[src/rtl/vertex_bram_min_update_single.sv]
// Per-core apply stage: buffers vertex updates, does a read-modify-write min() on the vertex BRAM,
// emits improved vertices and retires iteration-end markers with an improvement count once drained.
module vertex_bram_min_update_single #(
  parameter int V_OFF_AWIDTH    = 8,
  parameter int V_VALUE_WIDTH   = 32,
  parameter int ITERATION_WIDTH = 8,
  parameter int FIFO_DEPTH      = 8,
  parameter int FULL_MARGIN     = 3,
  parameter int CNT_WIDTH       = V_OFF_AWIDTH + 1
) (
  input  logic                       clk,
  input  logic                       rst,
  input  logic [V_OFF_AWIDTH-1:0]    in_addr,
  input  logic [V_VALUE_WIDTH-1:0]   in_data,
  input  logic                       in_valid,
  input  logic                       in_iteration_end,
  input  logic                       in_iteration_end_valid,
  input  logic [ITERATION_WIDTH-1:0] in_iteration_id,
  input  logic                       next_stage_full,
  output logic                       stage_full,
  output logic                       bram_rd_en,
  output logic [V_OFF_AWIDTH-1:0]    bram_rd_addr,
  input  logic [V_VALUE_WIDTH-1:0]   bram_rd_data,
  output logic                       bram_wr_en,
  output logic [V_OFF_AWIDTH-1:0]    bram_wr_addr,
  output logic [V_VALUE_WIDTH-1:0]   bram_wr_data,
  output logic [V_OFF_AWIDTH-1:0]    active_v_addr,
  output logic                       active_v_valid,
  output logic                       iteration_done,
  output logic [ITERATION_WIDTH-1:0] done_iteration_id,
  output logic [CNT_WIDTH-1:0]       done_update_count,
  output logic                       overflow_err
);

  localparam int PTR_W = (FIFO_DEPTH > 1) ? $clog2(FIFO_DEPTH) : 1;
  localparam int OCC_W = PTR_W + 1;

  // Input FIFO storage (no reset needed; occupancy qualifies contents)
  logic [V_OFF_AWIDTH-1:0]  fifo_addr_q [FIFO_DEPTH];
  logic [V_VALUE_WIDTH-1:0] fifo_data_q [FIFO_DEPTH];

  logic [PTR_W-1:0] wr_ptr_q, wr_ptr_d;
  logic [PTR_W-1:0] rd_ptr_q, rd_ptr_d;
  logic [OCC_W-1:0] occ_q, occ_d;
  logic             stage_full_q, stage_full_d;
  logic             overflow_q, overflow_d;

  logic                     p2_valid_q, p2_valid_d;
  logic [V_OFF_AWIDTH-1:0]  p2_addr_q, p2_addr_d;
  logic [V_VALUE_WIDTH-1:0] p2_data_q, p2_data_d;

  logic                     fwd_valid_q, fwd_valid_d;
  logic [V_OFF_AWIDTH-1:0]  fwd_addr_q, fwd_addr_d;
  logic [V_VALUE_WIDTH-1:0] fwd_data_q, fwd_data_d;

  logic [CNT_WIDTH-1:0]       cnt_q, cnt_d;
  logic                       pending_end_q, pending_end_d;
  logic [ITERATION_WIDTH-1:0] iter_id_q, iter_id_d;
  logic                       done_q, done_d;
  logic [ITERATION_WIDTH-1:0] done_id_q, done_id_d;
  logic [CNT_WIDTH-1:0]       done_cnt_q, done_cnt_d;

  logic                     fifo_empty;
  logic                     fifo_full;
  logic                     push;
  logic                     pop;
  logic                     end_taken;
  logic                     retire;
  logic                     improve;
  logic [V_VALUE_WIDTH-1:0] old_value;

  always_comb begin
    fifo_empty = (occ_q == '0);
    fifo_full  = (occ_q == OCC_W'(FIFO_DEPTH));
    push       = in_valid && !fifo_full && !rst;
    pop        = !fifo_empty && !next_stage_full && !rst;
    end_taken  = in_iteration_end && in_iteration_end_valid;

    wr_ptr_d = push ? wr_ptr_q + PTR_W'(1) : wr_ptr_q;
    rd_ptr_d = pop  ? rd_ptr_q + PTR_W'(1) : rd_ptr_q;
    occ_d    = occ_q + {{(OCC_W-1){1'b0}}, push} - {{(OCC_W-1){1'b0}}, pop};
    stage_full_d = (occ_d >= OCC_W'(FIFO_DEPTH - FULL_MARGIN));
    overflow_d   = overflow_q || (in_valid && fifo_full);

    p2_valid_d = pop;
    p2_addr_d  = fifo_addr_q[rd_ptr_q];
    p2_data_d  = fifo_data_q[rd_ptr_q];

    // A write issued last cycle is not yet visible in a read-first BRAM read, so bypass it
    old_value = (fwd_valid_q && (fwd_addr_q == p2_addr_q)) ? fwd_data_q : bram_rd_data;
    improve   = p2_valid_q && (p2_data_q < old_value) && !rst;

    fwd_valid_d = improve;
    fwd_addr_d  = p2_addr_q;
    fwd_data_d  = p2_data_q;

    retire = pending_end_q && fifo_empty && !p2_valid_q && !in_valid;

    cnt_d = cnt_q;
    if (improve && (cnt_q != '1)) cnt_d = cnt_q + CNT_WIDTH'(1);
    if (retire) cnt_d = '0;

    pending_end_d = pending_end_q;
    if (retire) pending_end_d = 1'b0;
    if (end_taken) pending_end_d = 1'b1;
    iter_id_d = end_taken ? in_iteration_id : iter_id_q;

    done_d     = retire;
    done_id_d  = retire ? iter_id_q : done_id_q;
    done_cnt_d = retire ? cnt_q : done_cnt_q;
  end

  always_ff @(posedge clk) begin
    if (push) begin
      fifo_addr_q[wr_ptr_q] <= in_addr;
      fifo_data_q[wr_ptr_q] <= in_data;
    end
  end

  always_ff @(posedge clk) begin
    if (rst) begin
      wr_ptr_q      <= '0;
      rd_ptr_q      <= '0;
      occ_q         <= '0;
      stage_full_q  <= 1'b0;
      overflow_q    <= 1'b0;
      p2_valid_q    <= 1'b0;
      p2_addr_q     <= '0;
      p2_data_q     <= '0;
      fwd_valid_q   <= 1'b0;
      fwd_addr_q    <= '0;
      fwd_data_q    <= '0;
      cnt_q         <= '0;
      pending_end_q <= 1'b0;
      iter_id_q     <= '0;
      done_q        <= 1'b0;
      done_id_q     <= '0;
      done_cnt_q    <= '0;
    end else begin
      wr_ptr_q      <= wr_ptr_d;
      rd_ptr_q      <= rd_ptr_d;
      occ_q         <= occ_d;
      stage_full_q  <= stage_full_d;
      overflow_q    <= overflow_d;
      p2_valid_q    <= p2_valid_d;
      p2_addr_q     <= p2_addr_d;
      p2_data_q     <= p2_data_d;
      fwd_valid_q   <= fwd_valid_d;
      fwd_addr_q    <= fwd_addr_d;
      fwd_data_q    <= fwd_data_d;
      cnt_q         <= cnt_d;
      pending_end_q <= pending_end_d;
      iter_id_q     <= iter_id_d;
      done_q        <= done_d;
      done_id_q     <= done_id_d;
      done_cnt_q    <= done_cnt_d;
    end
  end

  always_comb begin
    stage_full        = stage_full_q;
    overflow_err      = overflow_q;
    bram_rd_en        = pop;
    bram_rd_addr      = pop ? fifo_addr_q[rd_ptr_q] : '0;
    bram_wr_en        = improve;
    bram_wr_addr      = improve ? p2_addr_q : '0;
    bram_wr_data      = improve ? p2_data_q : '0;
    active_v_valid    = improve;
    active_v_addr     = improve ? p2_addr_q : '0;
    iteration_done    = done_q;
    done_iteration_id = done_id_q;
    done_update_count = done_cnt_q;
  end

endmodule

[config.mk]
export PLATFORM = sky130hd
export DESIGN_NAME = vertex_bram_min_update_single
export DESIGN_NICKNAME = d
export VERILOG_FILES = /design/src/rtl/vertex_bram_min_update_single.sv
export SDC_FILE = /design/constraint.sdc
export NUM_CORES = 1
export LEC_CHECK = 0
export ABC_AREA = 1
export CAP_MARGIN = 10
export CORE_ASPECT_RATIO = 0.9
export CORE_MARGIN = 2
export CORE_UTILIZATION = 57
export DETAILED_ROUTE_END_ITERATION = 7
export PLACE_DENSITY = 0.79
export REMOVE_ABC_BUFFERS = 1
export SYNTH_ARGS = -nofsm -noshare
export SYNTH_HDL_FRONTEND = slang
export SYNTH_SLANG_ARGS = --single-unit
[constraint.sdc]
create_clock -name clk -period 4.84 [get_ports clk]
set_clock_uncertainty 0.05 [all_clocks]
set_input_delay 1.452 -clock clk [delete_from_list [all_inputs] [get_ports clk]]
set_output_delay 1.452 -clock clk [all_outputs]
set_load 0.01 [all_outputs]
==> results.json, run 1 <==
{
  "status": "finished, violations left",
  "violations": "negative setup slack",
  "antenna_found_initial": 3,
  "cts_root_buffer": "clkbuf_16",
  "synth_cells": 1555,
  "routed_wl_mm": 44.7,
  "worstSetupStartpointType": "input pin",
  "crit_type": "in2out",
  "fin_tns_setup_ns": -22.91,
  "most-common-layout-cells": "321 x nor2_1, 320 x edfxtp_1, 214 x o21ai_0",
  "async_flop_share_pct": 0,
  "ir_worst_vdd_mv": 0.287,
  "worstMarginPinSlew_ns": 1.01,
  "grt_pass1_vias": 12500,
  "wl_per_cell_um": 20.3,
  "viasPerCell": 5.77,
  "rsz0062_at_grt": "yes",
  "die_w_um": 190,
  "clkLatencyLatePin_ns": 0.54,
  "numCtsBuffers": 44,
  "drv_slew": 0,
  "yosysSeqAreaShare_pct": 69.1,
  "period_share_pct": 111,
  "synth_area_um2": 17800,
  "r2r-end": "cnt_q[1]",
  "finalSetupViolCount": 50,
  "holdPathStages": 2,
  "area_growth_pct": 24.0,
  "r2r_slack_ns": 1.41,
  "final_common_cell": "nor2_1",
  "core.rowCount": 61,
  "synth_area_per_cell_um2": 11.4,
  "rr_startpoint": "fwd_addr_q[7]",
  "hold_viol_final": 0,
  "synth_ff_type": "edfxtp_1",
  "ios": 165,
  "dieHeight_um": 171,
  "ff2ff_path_depth": 18,
  "cts.path.max_buffers": 3,
  "powerDensity_nw_per_um2": 460,
  "dieArea_um2": 32600,
  "dp_hpwl_mm": 24.8,
  "synth_seq_cells": 453,
  "min_period_ns": 5.36,
  "min_to": "iter_id_q[0]",
  "ys_types": 35,
  "hold_path_class": "reg2reg",
  "overflow": 0,
  "fin_ws_ns": -0.522,
  "drc": 0,
  "drive_gt1_share_pct": 15.2,
  "synth_enable_flop_cells": 320,
  "gp_congestion": 0.822,
  "maxCapViolCount": 0,
  "cts_tree": "built",
  "drt_pass1_iterations": 6,
  "grt_pass1_wl_mm": 67.9,
  "grt_max_degree": 74,
  "fin_hold_ws_ns": 0.398,
  "start_util_pct": 57.7,
  "vias": 12700,
  "gr-usage-all-layers_pct": 27.0,
  "core_area_um2": 30800,
  "fmax_mhz": 186,
  "cp.required_ns": 3.34,
  "ant_nets": 0,
  "crit_path_end_kind": "output port",
  "io_buffers": 164,
  "filler_cell_count": 2042,
  "max_slew_margin_pct": 32.3,
  "leakagePower_uw": 0.00826,
  "nets": 1878,
  "holdCritStartpoint": "iter_id_q[0]",
  "path_clk_slew_ns": 0.06,
  "cts.sinks": 453,
  "postCtsHoldBufs": 0,
  "first_iter_violations": 1358,
  "crit_path_max_fanout": 8,
  "ys_warn_count": 0,
  "cp.arrival_ns": 3.86,
  "h-tree-depth": 2
}
[how the worst max path moves through the flow]
stage                           from               end  slack, ns  cells after the start
floorplan           bram_rd_data[27]  active_v_addr[0]      -0.74                      9
finish              bram_rd_data[14]   bram_wr_addr[0]      -0.52                     15
global placement    bram_rd_data[27]  bram_wr_data[13]      -1.03                     11
global route           fwd_addr_d[7]   bram_wr_data[5]      -0.66                     19
detailed placement  bram_rd_data[29]  bram_wr_data[17]      -1.13                     11
CTS                    fwd_addr_d[7]  bram_wr_data[27]      -0.46                     20
[flip-flops by register name (all words and copies together), names as in the netlist, 8 cells and up, named ones only]
name / count
iter_id_q: 8
done_update_count: 9
fwd_data_d: 32
fifo_addr_q: 64
done_iteration_id: 8
fwd_addr_q: 8
fwd_addr_d: 8
fwd_data_q: 32
cnt_q: 9
fifo_data_q: 256
[per-stage QoR]
stage | cells | setup WS [ns] | power, uW | area, um^2 | util (%)
floorplan | 1464 | -0.736 | 5850 | 17400 | -
global placement | 2094 | -1.03 | 6600 | 20100 | 65.4
detailed placement | 2094 | -1.13 | 6670 | 20100 | 65.4
CTS | 2186 | -0.461 | 10000 | 21600 | 70.3
global route | 2197 | -0.660 | 10600 | 22000 | 71.6
finish | 2197 | -0.522 | 10100 | 22000 | 71.6
[repair_timing]
item	4_1_cts	5_1_grt
buffers inserted	8	7
endpoints found under the setup margin	50	50
cloned	3	1
pin swaps	32	13
resized for setup	268	66
[where the power goes]
part           internal, uW  switching, uW  total [uW]
registers              4440            219        4660
clock network          1900           1390        3290
logic                   809           1370        2180
[synthesized netlist by cell type (2+ instances only)]
master    number  area share [%]
a211oi_1       4            0.17
o22ai_1       33             1.2
inv_1        102             2.2
buf_1          9            0.19
inv_2          3           0.063
nor2_1       357             7.5
nand2_1       93             2.0
a21oi_1       22            0.62
ha_1          41             2.9
nand2_2        2           0.070
edfxtp_1     320              54
buf_2          4            0.11
o21ai_0      216             6.1
mux2i_1       39             2.2
nor2_2         2           0.070
o221ai_1       8            0.39
dfxtp_1      133              15
nand3_1       14            0.39
clkbuf_1      68             1.4
o32ai_1        8            0.39
nor4_1         3            0.11
xnor2_1        4            0.20
nor3_1         5            0.14
nand4_1       11            0.39
buf_4         10            0.42
xor2_1         2           0.099
a31oi_1       34             1.2
[kinds of logic (layout without fill, tap and decap cells)]
family / after synthesis / in the layout / synth area share [%]
and+or+nand+nor: 489 / 489 / 10.8
DFF: 453 / 453 / 69.1
AOI/OAI and AO/OA: 329 / 329 / 10.2
buffers and inverters: 197 / 427 / 4.40
adders and majority gates: 42 / 42 / 3.00
muxes: 39 / 39 / 2.20
xor gates and xnor gates: 6 / 6 / 0.296
other: 0 / 3 / 0
[layer usage]
layer  GRT usage (%)  wire length, um
met5               0                0
met4            11.3             1510
met3            4.24             3950
met2            45.0            21500
met1            35.8            17700
[critical path: stages]
cell and delay (ns):
clkdlybuf4s50_1 0.46, mux2i_1 0.21, ha_1 0.28, nand4_1 0.13
a31oi_1 0.07, a2111oi_2 0.23, buf_4 0.18, nand2_4 0.07
nand2_4 0.08, nand2_4 0.06, buf_6 0.14, buf_12 0.13
buf_12 0.15, nor2_4 0.11, buf_6 0.11
[layout make-up]
type / instances / area, um^2 / area share [%]
antenna: 3 / 7.51 / 0.0341
clock buffer: 70 / 1300 / 5.91
clock inverter: 11 / 88.8 / 0.403
inverter: 106 / 398 / 1.81
multi-input combinational: 905 / 5140 / 23.3
sequential: 453 / 12300 / 55.8
tap: 409 / 512 / 2.32
timing repair buffer: 240 / 2300 / 10.4
(Power assumes the default switching activity.)
==> run 2: changes to the inputs <==
--- a/config.mk
+++ b/config.mk
@@ -11,7 +11,7 @@
 export CORE_MARGIN = 2
 export CORE_UTILIZATION = 57
 export DETAILED_ROUTE_END_ITERATION = 7
-export PLACE_DENSITY = 0.79
+export PLACE_DENSITY_LB_ADDON = 0.25
 export REMOVE_ABC_BUFFERS = 1
 export SYNTH_ARGS = -nofsm -noshare
 export SYNTH_HDL_FRONTEND = slang
==> results.json, run 2 (synthesis results as in run 1) <==
{
  "status": "finished, violations left",
  "violations": "negative setup slack",
  "start_util_pct": 57.7,
  "drc": 0,
  "crit_path_end_kind": "output port",
  "vias": 12400,
  "first_iter_violations": 1149,
  "grt_pass1_vias": 11800,
  "max_slew_margin_pct": 40.8,
  "core.rowCount": 61,
  "cts.sinks": 453,
  "fin_ws_ns": -0.569,
  "fin_util_pct": 72.0,
  "io_buffers": 164,
  "top_regs": "fifo_data_q x256, fifo_addr_q x64",
  "largest-register": "fifo_data_q",
  "drv_slew": 0,
  "min_period_ns": 5.41,
  "die_w_um": 190,
  "powerDensity_nw_per_um2": 458,
  "nets": 1895,
  "worstSetupStartpointType": "register",
  "gp_congestion": 0.847,
  "r2r_slack_ns": 0.48,
  "antenna_found_initial": 2,
  "crit_type": "reg2out",
  "final_common_cell": "nor2_1",
  "use_met1_pct": 34.4,
  "cp.arrival_ns": 3.91,
  "ir_worst_vdd_mv": 0.353,
  "postCtsHoldBufs": 0,
  "gr-usage-all-layers_pct": 25.5,
  "layout.cells.non_filler": 2214,
  "dpl.cell_count": 2079,
  "busiest_layer": "met2",
  "period_share_pct": 112,
  "core_area_um2": 30800,
  "use_met2_pct": 42.9,
  "crit_path_max_fanout": 8,
  "dieHeight_um": 171,
  "grt_pass1_wl_mm": 64.2,
  "hold_path_class": "reg2reg",
  "p_total_uw": 10100,
  "numCtsBuffers": 44,
  "area_growth_pct": 24.7,
  "fin_tns_setup_ns": -25.70,
  "most-common-layout-cells": "322 x nor2_1, 320 x edfxtp_1, 214 x o21ai_0",
  "cts_tree": "built",
  "overflow": 0,
  "h-tree-depth": 2,
  "rsz0062_at_grt": "yes",
  "drive_gt1_share_pct": 16.1,
  "fmax_mhz": 185,
  "maxCapViolCount": 0,
  "grt_max_degree": 77,
  "clkLatencyLatePin_ns": 0.55,
  "viasPerCell": 5.61,
  "ios": 165,
  "cp.required_ns": 3.34,
  "largest_reg_flops": 256,
  "hold_viol_final": 0,
  "leakagePower_uw": 0.00833,
  "drt_pass1_iterations": 5,
  "finalSetupViolCount": 50,
  "worstMarginPinSlew_ns": 0.888,
  "cts.path.max_buffers": 3,
  "dieArea_um2": 32600,
  "ant_nets": 0,
  "path_clk_slew_ns": 0.06,
  "use_met3_pct": 3.57,
  "wl_per_cell_um": 19.0,
  "dp_hpwl_mm": 22.5,
  "cts_root_buffer": "clkbuf_16",
  "routed_wl_mm": 42.0
}
## run 2: stage by stage
stage / instance area, um^2 / hold WS [ns] / setup WS (ns)
global route: 22100 / 0.422 / -0.699
detailed placement: 20100 / 0.391 / -0.986
floorplan: 17400 / 0.377 / -0.736
finish: 22100 / 0.397 / -0.569
global placement: 20100 / 0.382 / -0.875
CTS: 21900 / 0.401 / -0.380
## run 2: per-layer routing
metal	up-vias	share of wire, %
met2	476	49
li1	5872	-
met5	-	0
met4	0	3.0
met1	5992	41
met3	82	6.8
## run 2: layout make-up
cell class / count / area [um^2]
diodes: 2 / 5.00
inverters: 106 / 408
clock inverters: 17 / 140
fillers: 2034 / 8620
flip-flops and latches: 453 / 12300
well taps: 409 / 512
multi-input cells: 905 / 5080
repair buffers: 257 / 2460
clock buffers: 65 / 1240
## run 2: worst paths after layout
check,startpoint,endpoint,cells after the start
worst min-delay path,iter_id_q[5],iter_id_q[5],2
worst max-delay path,fwd_addr_q[7],bram_wr_data[4],18
worst min register to register,iter_id_q[5],iter_id_q[5],2
worst max register to register,fwd_addr_q[7],cnt_q[1],27
## run 2: worst max-delay path: stages (launching register included)
cell and delay (ns):
dfxtp_2 0.35, inv_2 0.05, a21oi_4 0.16, nand3_4 0.09, nor2_4 0.13, nand2_4 0.07
buf_12 0.15, buf_12 0.15, mux2i_1 0.16, ha_1 0.32, nand2_1 0.09, or4_4 0.55
nor4_4 0.36, nand2_4 0.11, nand2_8 0.16, buf_16 0.15, buf_6 0.11, nor2_2 0.03
buf_2 0.13
## run 2: repair_timing
item	4_1_cts	5_1_grt
hold endpoints to repair	0	0
pin swaps	41	16
endpoints found under the setup margin	50	58
gates resized for setup	242	95
setup buffers	42	9
gates cloned	2	1
## run 2: report_power, final
group	switching [uW]	internal, uW
registers	209	4450
logic	1350	862
clock network	1390	1890
==> run 3: changes to the inputs <==
--- a/config.mk
+++ b/config.mk
@@ -8,7 +8,6 @@
 export ABC_AREA = 1
 export CAP_MARGIN = 10
 export CORE_ASPECT_RATIO = 0.9
-export CORE_MARGIN = 2
 export CORE_UTILIZATION = 57
 export DETAILED_ROUTE_END_ITERATION = 7
 export PLACE_DENSITY_LB_ADDON = 0.25
==> results.json, run 3 (synthesis results as in run 1) <==
{
  "status": "finished, violations left",
  "violations": "negative setup slack",
  "hold_path_class": "reg2reg",
  "first_iter_violations": 1149,
  "r2r-end": "cnt_q[0]",
  "ir_worst_vdd_mv": 0.300,
  "most-common-layout-cells": "320 x edfxtp_1, 319 x nor2_1, 214 x o21ai_0",
  "dpl-instance-area_um2": 20000,
  "fin_hold_ws_ns": 0.399,
  "leakagePower_uw": 0.00822,
  "r2r_slack_ns": 1.24,
  "final_common_cell": "edfxtp_1",
  "filler_cell_count": 1968,
  "cts.path.max_buffers": 3,
  "wl_per_cell_um": 19.1,
  "fmax_mhz": 187,
  "dieArea_um2": 31900,
  "core_area_um2": 30300,
  "start_util_pct": 58.7,
  "top_regs": "fifo_data_q x256, fifo_addr_q x64",
  "core.rowCount": 60,
  "grt_pass1_wl_mm": 63.9,
  "cp.required_ns": 3.34,
  "drv_slew": 0,
  "ant_nets": 0,
  "hold_viol_final": 0,
  "finalInstanceArea_um2": 22000,
  "fin_tns_setup_ns": -22.35,
  "cts_tree": "built",
  "period_share_pct": 111,
  "finalSetupViolCount": 50,
  "crit_path_end_kind": "output port",
  "min_to": "overflow_err",
  "overflow": 0,
  "drive_gt1_share_pct": 15.4,
  "viasPerCell": 5.64,
  "min_period_ns": 5.36,
  "p_total_uw": 10100,
  "drt_pass1_iterations": 5,
  "io_buffers": 164,
  "antenna_found_initial": 1,
  "crit_type": "reg2out",
  "crit_path_max_fanout": 6,
  "holdCritStartpoint": "overflow_err",
  "gr-usage-all-layers_pct": 25.9,
  "maxCapViolCount": 0,
  "gp_congestion": 0.810,
  "rr_startpoint": "fwd_addr_q[7]",
  "drc": 0,
  "worstSetupStartpointType": "register",
  "grt_pass1_vias": 12000,
  "cts_root_buffer": "clkbuf_16",
  "dieHeight_um": 169,
  "dp_slack_ns": -1.09,
  "largest_reg_flops": 256,
  "numCtsBuffers": 45,
  "rsz0062_at_grt": "yes",
  "nets": 1871,
  "powerDensity_nw_per_um2": 461,
  "holdPathStages": 2,
  "h-tree-depth": 2,
  "ios": 165,
  "ff2ff_path_depth": 20,
  "die_w_um": 188,
  "insertedDiodeCount": 0,
  "grt_max_degree": 95,
  "worstMarginPinSlew_ns": 1.06,
  "path_clk_slew_ns": 0.06,
  "largest-register": "fifo_data_q",
  "routed_wl_mm": 41.7,
  "area_growth_pct": 24.0,
  "fin_ws_ns": -0.519,
  "max_slew_margin_pct": 29.3,
  "vias": 12300,
  "clkLatencyLatePin_ns": 0.54,
  "cp.arrival_ns": 3.86,
  "dp_hpwl_mm": 23.5,
  "cts.sinks": 453
}
-- run 3: cell count changes in the layout (fill, tap and decap cells not counted), moves of 4 or more --
cell / change
buf_4: -22
buf_6: +5
clkbuf_8: +4
buf_12: -8
nor2_4: +6
buf_2: +4
clkbuf_2: -7
clkbuf_1: -6
-- run 3: worst max-delay path, cell delays in order (launching register included) --
cell	delay, ns
dfxtp_2	0.35
inv_2	0.05
a21oi_4	0.17
nand3_4	0.11
nor2_4	0.20
nand2_8	0.12
buf_12	0.17
buf_6	0.11
mux2i_1	0.11
ha_1	0.32
nand2_2	0.07
or4_4	0.55
nor2_1	0.24
nor2_4	0.09
nand2_4	0.12
buf_8	0.16
clkbuf_16	0.19
nor2_4	0.04
buf_6	0.12
-- run 3: per-stage QoR --
step / cells / util (%)
3_3_place_gp: 2077 / 66.2
4_1_cts: 2177 / 71.4
3_5_place_dp: 2077 / 66.2
6_report: 2182 / 72.8
2_1_floorplan: 1464 / -
5_1_grt: 2182 / 72.8
-- run 3: worst max-delay path by stage --
stage / from / depth (start not counted) / to / slack, ns
after floorplan: bram_rd_data[27] / 9 / active_v_addr[0] / -0.74
after global placement: bram_rd_data[31] / 11 / bram_wr_data[25] / -1.11
after detailed placement: bram_rd_data[31] / 11 / bram_wr_data[23] / -1.09
after CTS: fwd_addr_d[7] / 21 / bram_wr_data[19] / -0.42
after global routing: fwd_addr_q[7] / 18 / bram_wr_data[0] / -0.61
final: fwd_addr_q[7] / 18 / bram_wr_data[0] / -0.52
-- run 3: layout make-up --
class                      count  area (um^2)  area share (%)
inverter                     106          404            1.84
sequential                   453        12300            55.8
multi-input combinational    905         5130            23.3
tap                          403          504            2.29
clock buffer                  64         1300            5.90
clock inverter                19          151           0.688
timing repair buffer         232         2250            10.2
-- run 3: metal layers --
metal  share of wire, %  track usage (%)  vias up
met5              0.029                0        -
met4                2.0             7.99        2
met3                7.7             4.45       69
met2                 49             43.6      498
met1                 41             34.4     5921
li1                   -                -     5808
-- run 3: where the power goes --
part | switching, uW | internal, uW
Sequential | 255 | 4440
Clock | 1410 | 1970
Combinational | 1280 | 781
Total | 2940 | 7200
-- run 3: what timing repair did --
item	4_1_cts	5_1_grt
hold buffers	0	0
gates resized for setup	278	79
pin swaps	19	14
buffers inserted	14	4
cloned	3	3
endpoints found under the setup margin	58	58
